<file path="src/rtl/mem_access_stage.sv">
// Pipeline MEM stage: drives a req/ack data-memory port, stalls while an access is
// outstanding, resolves branch/jump redirects and loads the MEM/WB register.
module mem_access_stage #(
  parameter int MAX_WAIT = 255
) (
  input  logic        clk,
  input  logic        reset,
  input  logic        Ctl_MemtoReg_in,
  input  logic        Ctl_RegWrite_in,
  input  logic        Ctl_MemRead_in,
  input  logic        Ctl_MemWrite_in,
  input  logic        Ctl_Branch_in,
  input  logic        Zero_in,
  input  logic        jal_in,
  input  logic        jalr_in,
  input  logic [4:0]  Rd_in,
  input  logic [31:0] ALUresult_in,
  input  logic [31:0] PCimm_in,
  input  logic [31:0] ReadData2_in,
  input  logic [31:0] PC_in,
  output logic        dmem_req,
  output logic        dmem_we,
  output logic [31:0] dmem_addr,
  output logic [31:0] dmem_wdata,
  input  logic [31:0] dmem_rdata,
  input  logic        dmem_ack,
  output logic        stall_out,
  output logic        pc_redirect,
  output logic [31:0] branch_target,
  output logic [31:0] mem_data,
  output logic        bus_err,
  output logic        Ctl_MemtoReg_out,
  output logic        Ctl_RegWrite_out,
  output logic [4:0]  Rd_out,
  output logic [31:0] ReadData_out,
  output logic [31:0] ALUresult_out
);

  localparam logic [7:0] MAX_CNT = 8'(MAX_WAIT);

  typedef enum logic {IDLE, BUSY} state_t;

  state_t     state, state_nxt;
  logic [7:0] wait_cnt, wait_cnt_nxt;
  logic       bus_err_nxt;
  logic       mem_op, link, timeout, done;

  // Return address for jal/jalr; wraps modulo 2^32.
  function automatic logic [31:0] link_addr(input logic [31:0] pc);
    return pc + 32'd4;
  endfunction

  assign mem_op    = Ctl_MemRead_in | Ctl_MemWrite_in;
  assign link      = jal_in | jalr_in;
  assign timeout   = (state == BUSY) & ~dmem_ack & (wait_cnt == MAX_CNT);
  assign done      = mem_op & (dmem_ack | timeout);
  assign stall_out = mem_op & ~done & ~reset;

  // ---- access FSM: state register ----
  always_ff @(posedge clk) begin
    if (reset) begin
      state    <= IDLE;
      wait_cnt <= 8'd0;
      bus_err  <= 1'b0;
    end else begin
      state    <= state_nxt;
      wait_cnt <= wait_cnt_nxt;
      bus_err  <= bus_err_nxt;
    end
  end

  // ---- access FSM: next state ----
  always_comb begin
    state_nxt    = state;
    wait_cnt_nxt = wait_cnt;
    bus_err_nxt  = bus_err;
    case (state)
      IDLE: begin
        // A late ack with no access pending is simply ignored here.
        if (mem_op && !dmem_ack) begin
          state_nxt    = BUSY;
          wait_cnt_nxt = 8'd1;
        end
      end
      BUSY: begin
        if (dmem_ack) begin
          state_nxt    = IDLE;
          wait_cnt_nxt = 8'd0;
        end else if (wait_cnt == MAX_CNT) begin
          state_nxt    = IDLE;
          wait_cnt_nxt = 8'd0;
          bus_err_nxt  = 1'b1;
        end else begin
          wait_cnt_nxt = wait_cnt + 8'd1;
        end
      end
      default: begin
        state_nxt    = IDLE;
        wait_cnt_nxt = 8'd0;
      end
    endcase
  end

  // ---- access FSM: outputs and redirect ----
  // Address/data come straight from EX/MEM, which the stall holds stable while BUSY.
  always_comb begin
    dmem_req      = ~reset & mem_op;
    dmem_we       = Ctl_MemWrite_in;
    dmem_addr     = ALUresult_in;
    dmem_wdata    = ReadData2_in;
    mem_data      = link ? link_addr(PC_in) : ALUresult_in;
    pc_redirect   = ~reset & ((Ctl_Branch_in & Zero_in) | link);
    branch_target = jalr_in ? {ALUresult_in[31:1], 1'b0} : PCimm_in;
  end

  // ---- MEM/WB register ----
  always_ff @(posedge clk) begin
    if (reset) begin
      Ctl_MemtoReg_out <= 1'b0;
      Ctl_RegWrite_out <= 1'b0;
      Rd_out           <= 5'd0;
      ReadData_out     <= 32'd0;
      ALUresult_out    <= 32'd0;
    end else if (stall_out) begin
      Ctl_MemtoReg_out <= 1'b0;
      Ctl_RegWrite_out <= 1'b0;
    end else begin
      Ctl_MemtoReg_out <= Ctl_MemtoReg_in;
      Ctl_RegWrite_out <= Ctl_RegWrite_in;
      Rd_out           <= Rd_in;
      ReadData_out     <= (Ctl_MemRead_in && dmem_ack && !timeout) ? dmem_rdata : 32'd0;
      ALUresult_out    <= link ? link_addr(PC_in) : ALUresult_in;
    end
  end

endmodule
</file>
<file path="config.mk">
export PLATFORM = sky130hd
export DESIGN_NAME = mem_access_stage
export DESIGN_NICKNAME = d
export VERILOG_FILES = /design/src/rtl/mem_access_stage.sv
export SDC_FILE = /design/constraint.sdc
export NUM_CORES = 1
export LEC_CHECK = 0
export CORE_AREA = 2 2 146 148
export CTS_BUF_LIST = sky130_fd_sc_hd__clkbuf_4 sky130_fd_sc_hd__clkbuf_8 sky130_fd_sc_hd__clkbuf_16
export DETAILED_ROUTE_END_ITERATION = 10
export DIE_AREA = 0 0 148 150
export DONT_BUFFER_PORTS = 1
export PLACE_DENSITY = 0.4
export SLEW_MARGIN = 20
export SYNTH_ARGS = -nofsm -noshare
export SYNTH_HDL_FRONTEND = slang
export SYNTH_SLANG_ARGS = --single-unit
</file>
<file path="constraint.sdc">
create_clock -name clk -period 3.3 [get_ports clk]
set_clock_uncertainty 0.1 [all_clocks]
set_input_delay 0.825 -clock clk [delete_from_list [all_inputs] [get_ports clk]]
set_output_delay 0.825 -clock clk [all_outputs]
set_load 0.05 [all_outputs]
</file>
==> impl_metrics.yaml, run 1 <==
placed_design:
  placed_cells: 824
  hpwl_um: 13800
  port_buffers: 0
  dpl_cell_area_mm2: 0.00533
  place_congestion: 0.765
min_path:
  hp-class: "flop to flop"
  holdPathStages: 2
setup_path:
  worst-path-stages: 5
  critPathRequiredTime_ns: 2.37
  cp-start-kind: "input port"
  crit_chain: "nand4_4 -> or4_4 -> or4_4 -> a31oi_4 -> buf_12"
  cp.arrival_ns: 2.39
  worst_setup_path_end_kind: "primary output"
  max_stage_delay_ns: 0.55
  crit_path_top_delay_cell: "or4_4"
  crit_family: "simple AND/OR/NAND/NOR gates"
  criticalPathCategory: "input port to primary output"
  path_max_fanout: 5
  r2r_cells: 6
  cp_num_buf_inv: 1
  crit_top_cell: "or4_4"
grt:
  grt_pass1_wl_um: 26100
  grt_max_degree: 57
  overflow: 0
  grt_pass1_vias: 4239
  track_usage_pct: 15.4
  antenna_found_initial: 0
layout:
  fin_area_mm2: 0.00570
  fin_cells: 842
  nFillCells: 2274
  diodes: 0
  nets: 740
  register_area_mm2: 0.00162
  fin_util_pct: 27.5
  multi_input_area_mm2: 0.00272
  drive_gt1_share_pct: 28.0
  syn2layout_area_growth_pct: 20.1
floorplan:
  pin_count: 380
  die_height_um: 150
  die_w_um: 148
  core.rowCount: 53
  design.core.area_mm2: 0.0207
  initial_core_util_pct: 22.9
  die-area_mm2: 0.0222
clock_tree:
  h-tree-depth: 3
  clk_latency_ns: 0.34
  cts_tree: "built"
  cts.sinks: 81
  clk_path_buf_depth: 2
  numCtsBuffers: 9
  path_clk_slew_ns: 0.06
  root_buffer: "clkbuf_16"
timing:
  relSlewSlack_pct: 55.3
  fin_crit_sh_pct: 100
  hold_ws_ns: 0.418
  setup_viol: 2
  timing.fmax_ghz: 0.302
  fin_ws_ns: -0.0126
  drv_slew: 0
  worst_pin_slew_ns: 0.670
  tns_ns: -0.0207
  rsz0062_at_grt: "yes"
  hold_viol: 0
  period_needed_ns: 3.31
power:
  p_leak_nw: 2.15
  ir_drop_mv: 0.214
  cellPowerDensity_mw_per_mm2: 517
synth:
  synthXorXnorAreaFrac_pct: 2.59
  synth_cell_type_count: 56
  seq_area_frac_synth_pct: 34.2
  syn_nets: 760
  synth_top_family_by_area: "simple AND/OR/NAND/NOR gates"
  syn_inst: 582
  yosysWarnings: 0
  synth-simple-area-share_pct: 22.1
  netlist_area_mm2: 0.00474
  synthAdderAreaFrac_pct: 0.528
  syn_area_per_cell_um2: 8.15
  async_flop_share_pct: 0
  synth_compound_area_share_pct: 19.3
  synth_edf_count: 0
  synth_ff_type: "dfxtp_1"
  ys_seq_elements: 81
  synthMuxAreaShare_pct: 7.57
detailed_routing:
  wl_per_cell_um: 21.3
  drt-initial-drc-count: 210
  ant_nets: 0
  routed_wl_um: 17900
  vias: 4231
  drc: 0
  first_pass_iters: 5
  via_per_inst: 5.02
run_status:
  status: "finished, violations left"
  violations: "negative setup slack"
run:
  cap_violations: 0
==> worst min-delay path, stage by stage (launching register included) <==
cell     delay [ns]
dfxtp_1        0.32
o21ai_0        0.08
a21oi_1        0.07
==> through the flow <==
step           worst slack (ns)  total power, mW
5_1_grt                 -0.0688             3.06
6_report                -0.0126             2.94
3_5_place_dp             -0.202             1.91
2_1_floorplan            -0.266             1.95
4_1_cts                 -0.0141             2.99
3_3_place_gp             -0.248             1.90
==> path summary, 6_finish.rpt <==
kind / endpoint / slack, ns / from
setup / recovery: mem_data[26] / -0.01 / PC_in[13]
hold / removal: wait_cnt[2] / 0.42 / wait_cnt[2]
setup reg to reg: ALUresult_out[29] / 0.96 / wait_cnt[0]
hold reg to reg: wait_cnt[2] / 0.42 / wait_cnt[2]
==> metal layers <==
| layer | GRT usage (%) | up-vias | part of all wire (%) |
|---|---|---|---|
| li1 | - | 1977 | - |
| met1 | 18.6 | 2035 | 42 |
| met2 | 26.0 | 193 | 50 |
| met3 | 4.88 | 26 | 7.2 |
| met4 | 4.67 | 0 | 1.6 |
| met5 | 0 | - | 0 |
==> cell usage in the layout, fill, tap and decap left out, drive strengths merged, types with 8 or more instances in the layout <==
master  instances
a21oi          24
a22o           32
a22oi          10
a31oi           9
buf            68
clkbuf          9
dfxtp          81
inv             8
mux2           31
nand2          74
nand3          11
nand4           8
nor2           64
nor3           11
nor4           11
o21ai          18
xnor2           8
==> where the power goes <==
| group | switching, mW | internal [mW] | total, mW |
|---|---|---|---|
| combinational | 0.425 | 0.212 | 0.637 |
| clock | 0.465 | 0.594 | 1.06 |
| sequential | 0.217 | 1.03 | 1.25 |
| total | 1.11 | 1.84 | 2.94 |
==> timing repair <==
item / in CTS / in global routing
setup buffers: 1 / 1
setup endpoints to repair: 9 / 8
hold buffers: 0 / 0
resized for setup: 9 / 2
hold endpoints to repair: 0 / 0
pin swaps: 4 / 3
==> sequential cells by signal, indices dropped and copies added (netlist names) <==
name	count
wait_cnt	8
bus_err	1
ALUresult_out	32
Ctl_MemtoReg_out	1
Rd_out	5
Ctl_RegWrite_out	1
ReadData_out	32
state	1
==> final cells by class <==
type | count | share of cell area (%)
flip-flops and latches | 81 | 28.5
clock buffers | 9 | 3.95
well taps | 275 | 6.04
inverters | 6 | 0.395
clock inverters | 7 | 1.36
repair buffers | 68 | 12.0
multi-input cells | 396 | 47.8
==> kinds of logic after synthesis <==
logic type / after synthesis
adders and majority gates: 2
AOI/OAI and AO/OA: 128
muxes: 32
DFF: 81
buffers and inverters: 105
and+or+nand+nor: 220
xor gates and xnor gates: 14
==> Yosys cell counts (6+ instances only) <==
master    number  area (µm²)
a21oi_1       24         120
nand3_1       11        55.1
inv_1          6        22.5
nor2_1        64         240
nand4_1        6        37.5
dfxtp_1       81        1620
buf_4         65         488
xnor2_1        8        70.1
a22oi_1       10        75.1
nor4_1        11        68.8
nor3_1        11        55.1
nand2_1       74         278
a31oi_1        9        56.3
a22o_1        32         280
clkbuf_1      32         120
xor2_1         6        52.6
o21ai_0       18        90.1
mux2_2        31         349
Note: power is estimated with default switching activity, not from simulation.
==> run 2, diff against run 1 <==
--- a/config.mk
+++ b/config.mk
@@ -11,6 +11,7 @@
 export DIE_AREA = 0 0 148 150
 export DONT_BUFFER_PORTS = 1
 export PLACE_DENSITY = 0.4
+export SKIP_CTS_REPAIR_TIMING = 1
 export SLEW_MARGIN = 20
 export SYNTH_ARGS = -nofsm -noshare
 export SYNTH_HDL_FRONTEND = slang
==> run 2 against run 1 <==
  * The flow still finishes with violations (negative setup slack)
  * Sequential power is essentially flat
  * Global-route usage is essentially flat
  * First-iteration DRC count shrank 15%
  * Combinational power is essentially flat
  * Register-to-register slack gained 0.02 ns
  * Worst hold slack is essentially flat
  * Sequential cell count is the same
  * Sequential share of layout area shrank 0.11 points
  * Final cell count shrank 0.12%
  * Die area is the same
  * Via count is essentially flat
  * Power shrank 0.23%
==> impl_metrics.yaml, run 2 (same netlist as run 1, synthesis figures left out) <==
setup_path:
  crit_chain: "nand4_4 -> or4_4 -> or4_4 -> a31oi_4 -> buf_12"
  r2r_slack_ns: 0.98
  r2r_cells: 6
  criticalPathCategory: "input port to primary output"
  crit_path_top_delay_cell: "or4_4"
  cp-start-kind: "input port"
  path_max_fanout: 5
  critPathRequiredTime_ns: 2.37
  worst_setup_path_end_kind: "primary output"
  cp.arrival_ns: 2.39
  max_stage_delay_ns: 0.55
  crit_top_cell: "or4_4"
clock_tree:
  clk_path_buf_depth: 2
  cts_tree: "built"
  numCtsBuffers: 9
  path_clk_slew_ns: 0.06
  h-tree-depth: 3
  cts.sinks: 81
  root_buffer: "clkbuf_16"
  clk_latency_ns: 0.34
layout:
  layout_commonest_cell: "dfxtp_1"
  final_cell_mix: "dfxtp_1, nand2_1, nor2_1"
  fin_util_pct: 27.6
  nFillCells: 2265
  register_area_mm2: 0.00162
  fin_cells: 841
  reg_top3: "ALUresult_out x32, ReadData_out x32, wait_cnt x8"
  drive_gt1_share_pct: 29.2
  multi_input_area_mm2: 0.00275
  syn2layout_area_growth_pct: 20.6
  fin_area_mm2: 0.00572
  nets: 739
  diodes: 0
power:
  p_leak_nw: 2.15
  cellPowerDensity_mw_per_mm2: 514
  ir_drop_mv: 0.213
floorplan:
  initial_core_util_pct: 22.9
  die-area_mm2: 0.0222
  pin_count: 380
  design.core.area_mm2: 0.0207
  die_w_um: 148
  die_height_um: 150
  core.rowCount: 53
grt:
  grt_pass1_vias: 4235
  track_usage_pct: 15.4
  grt_max_degree: 57
  antenna_found_initial: 0
  overflow: 0
  grt_pass1_wl_um: 26000
detailed_routing:
  via_per_inst: 5.03
  routed_wl_um: 17900
  drc: 0
  vias: 4229
  drt-initial-drc-count: 179
  wl_per_cell_um: 21.3
  ant_nets: 0
  first_pass_iters: 4
run:
  cap_violations: 0
timing:
  relSlewSlack_pct: 55.2
  worst_pin_slew_ns: 0.666
  period_needed_ns: 3.32
  fin_crit_sh_pct: 101
  drv_slew: 0
  hold_viol: 0
  fin_ws_ns: -0.0198
  setup_viol: 1
  rsz0062_at_grt: "yes"
  timing.fmax_ghz: 0.301
  hold_ws_ns: 0.418
min_path:
  hp-class: "flop to flop"
  holdPathStages: 2
placed_design:
  hpwl_um: 13800
  placed_cells: 824
  port_buffers: 0
  place_congestion: 0.765
  dpl_cell_area_mm2: 0.00533
run_status:
  status: "finished, violations left"
  violations: "negative setup slack"
==> run 2: per-layer routing <==
| layer | up-vias | global-route usage, % | wire [µm] |
|---|---|---|---|
| met5 | - | 0 | 0 |
| met4 | 0 | 4.67 | 291 |
| met3 | 24 | 4.88 | 1340 |
| met2 | 194 | 26.0 | 8920 |
| met1 | 2039 | 18.6 | 7390 |
| li1 | 1972 | - | - |
==> run 2: path summary, 6_finish.rpt <==
check                    from                 to
setup / recovery    PC_in[13]       mem_data[26]
hold / removal    wait_cnt[2]        wait_cnt[2]
hold reg to reg   wait_cnt[2]        wait_cnt[2]
setup reg to reg  wait_cnt[0]  ALUresult_out[29]
==> run 2: area by class of cell <==
type,instances,share of cell area [%]
Multi-Input combinational cell,396,48.2
Sequential cell,81,28.4
Timing Repair Buffer,67,11.8
Tap cell,275,6.02
Clock buffer,9,3.94
Clock inverter,7,1.36
Inverter,6,0.394
==> run 2: report_power, final <==
group          internal, mW  switching [mW]
Clock                 0.594           0.459
Sequential             1.03           0.217
Combinational         0.211           0.425
==> run 2: metrics by stage <==
stage | setup TNS, ns | power (mW) | setup slack [ns]
2_1_floorplan | -1.02 | 1.95 | -0.266
5_1_grt | -0.144 | 3.06 | -0.0566
4_1_cts | -0.494 | 2.99 | -0.204
6_report | -0.0198 | 2.94 | -0.0198
3_5_place_dp | -0.474 | 1.91 | -0.202
3_3_place_gp | -0.406 | 1.90 | -0.248
==> run 2: critical path: cells and delay by family <==
kind	cells	cell delay [ns]
AOI/OAI and AO/OA	1	0.20
buffers and inverters	1	0.16
and+or+nand+nor	3	1.19
==> run 3, diff against run 2 <==
==> constraint.sdc (replaced) <==
create_clock -name clk -period 3.3 [get_ports clk]
set_clock_uncertainty 0.1 [all_clocks]
set_input_delay 0.495 -clock clk [delete_from_list [all_inputs] [get_ports clk]]
set_output_delay 0.495 -clock clk [all_outputs]
set_load 0.05 [all_outputs]
==> run 3 against run 2 <==
  * The run now ends clean
  * Maximum frequency increased by 12%
  * Via count decreased by 3.8%
  * Setup slack gained 0.34 ns
  * Critical path type unchanged
  * Critical endpoint is now mem_data[19]
  * Largest power group unchanged
  * Highest routed layer unchanged
==> impl_metrics.yaml, run 3 (same netlist as run 1, synthesis figures left out) <==
run_status:
  status: "complete, no violations"
clock_tree:
  path_clk_slew_ns: 0.06
  clk_latency_ns: 0.34
  h-tree-depth: 3
  clk_path_buf_depth: 2
  numCtsBuffers: 9
  root_buffer: "clkbuf_16"
  cts_tree: "built"
  cts.sinks: 81
setup_path:
  worst_setup_path_end_kind: "primary output"
  critPathRequiredTime_ns: 2.70
  reg2reg_to: "ALUresult_out[29]"
  criticalPathCategory: "input port to primary output"
  path_max_fanout: 6
  cp-start-kind: "input port"
  r2r-start: "wait_cnt[0]"
  r2r_cells: 6
  cp.arrival_ns: 2.38
  r2r_slack_ns: 0.95
detailed_routing:
  drt-initial-drc-count: 158
  drc: 0
  wl_per_cell_um: 22.1
  via_per_inst: 5.02
  first_pass_iters: 4
  ant_nets: 0
  routed_wl_um: 17900
  vias: 4069
timing:
  relSlewSlack_pct: 29.9
  fin_crit_sh_pct: 90.2
  worst_pin_slew_ns: 1.05
  period_needed_ns: 2.98
  drv_slew: 0
  setup_viol: 0
  fin_ws_ns: 0.324
  tns_ns: 0
  hold_viol: 0
  timing.fmax_ghz: 0.336
  rsz0062_at_grt: "no"
power:
  clockPowerShare_pct: 39.5
  p_leak_nw: 1.91
  switchingPower_mw: 1.05
  pwr-share-seq_pct: 41.7
  ir_drop_mv: 0.183
  cellPowerDensity_mw_per_mm2: 580
  sw_frac_of_total_pct: 35.2
  p_comb_share_pct: 18.8
  p_int_mw: 1.94
min_path:
  min_from: "reset"
  holdPathEnd: "ALUresult_out[24]"
  hp-class: "input port to flop"
  holdPathStages: 1
floorplan:
  design.core.area_mm2: 0.0207
  initial_core_util_pct: 22.9
  die-area_mm2: 0.0222
  core.rowCount: 53
  die_height_um: 150
  pin_count: 380
  die_w_um: 148
placed_design:
  port_buffers: 0
  hpwl_um: 13700
  post-place-ws_ns: 0.341
  place_congestion: 0.744
layout:
  layout_commonest_cell: "dfxtp_1"
  syn2layout_area_growth_pct: 8.74
  reg_top3: "ALUresult_out x32, ReadData_out x32, wait_cnt x8"
  final_cell_mix: "dfxtp_1, nand2_1, nor2_1"
  nets: 709
  drive_gt1_share_pct: 20.1
  diodes: 0
grt:
  grt_pass1_wl_um: 25200
  antenna_found_initial: 0
  track_usage_pct: 15.2
  grt_max_degree: 57
  grt_pass1_vias: 3987
  overflow: 0
run:
  cap_violations: 0
==> run 3: cell count changes in the layout (fill, tap and decap cells not counted), sizes merged <==
cell    delta
clkbuf     +1
bufinv     +2
inv        -1
clkinv     -2
buf       -30
==> run 3: power groups by stage <==
stage                     sequential (mW)  combinational [mW]  clock [mW]
after global routing                 1.25               0.595        1.26
after CTS                            1.25               0.568        1.23
after detailed placement             1.27               0.566           0
final                                1.25               0.561        1.18
after global placement               1.27               0.563           0
after floorplan                      1.25               0.673           0
==> run 3: cell type report <==
cell class | count | area [µm²]
flip-flops and latches | 81 | 1620
inverters | 6 | 22.5
well taps | 275 | 344
clock buffers | 10 | 233
repair buffers | 37 | 290
clock inverters | 6 | 115
multi-input cells | 396 | 2530
fillers | 2267 | 15500
==> run 3: critical path: stages <==
cell and delay [ns]:
nand4_2 0.12, or4_1 0.65, buf_4 0.22, o21a_1 0.16, o21ai_0 0.31, buf_4 0.18, nand2_1 0.05, buf_4 0.18
==> run 3: worst max-delay path by stage <==
stage	startpoint	to	slack (ns)
after floorplan	PC_in[13]	mem_data[26]	0.09
after global placement	PC_in[3]	mem_data[19]	0.33
after detailed placement	PC_in[3]	mem_data[19]	0.34
after CTS	PC_in[3]	mem_data[19]	0.34
after global routing	PC_in[7]	mem_data[19]	0.27
final	PC_in[3]	mem_data[19]	0.32
==> run 3: per-stage QoR <==
stage | cell area (µm²) | hold WS (ns) | cells | utilization [%] | power, mW
after floorplan | 4750 | 0.366 | 582 | - | 1.93
after global placement | 4810 | 0.380 | 795 | 23.2 | 1.83
after detailed placement | 4810 | 0.388 | 795 | 23.2 | 1.84
after CTS | 5150 | 0.103 | 811 | 24.9 | 3.04
after global routing | 5150 | 0.0998 | 811 | 24.9 | 3.11
final | 5150 | 0.120 | 811 | 24.9 | 2.99
==> run 3: metal layers <==
| layer | global-route usage, % | vias to the layer above | wire length (µm) |
|---|---|---|---|
| met1 | 18.2 | 1914 | 7360 |
| met2 | 26.4 | 230 | 8890 |
| li1 | - | 1904 | - |
| met3 | 4.48 | 21 | 1380 |
| met5 | 0 | - | 0 |
| met4 | 4.62 | 0 | 281 |
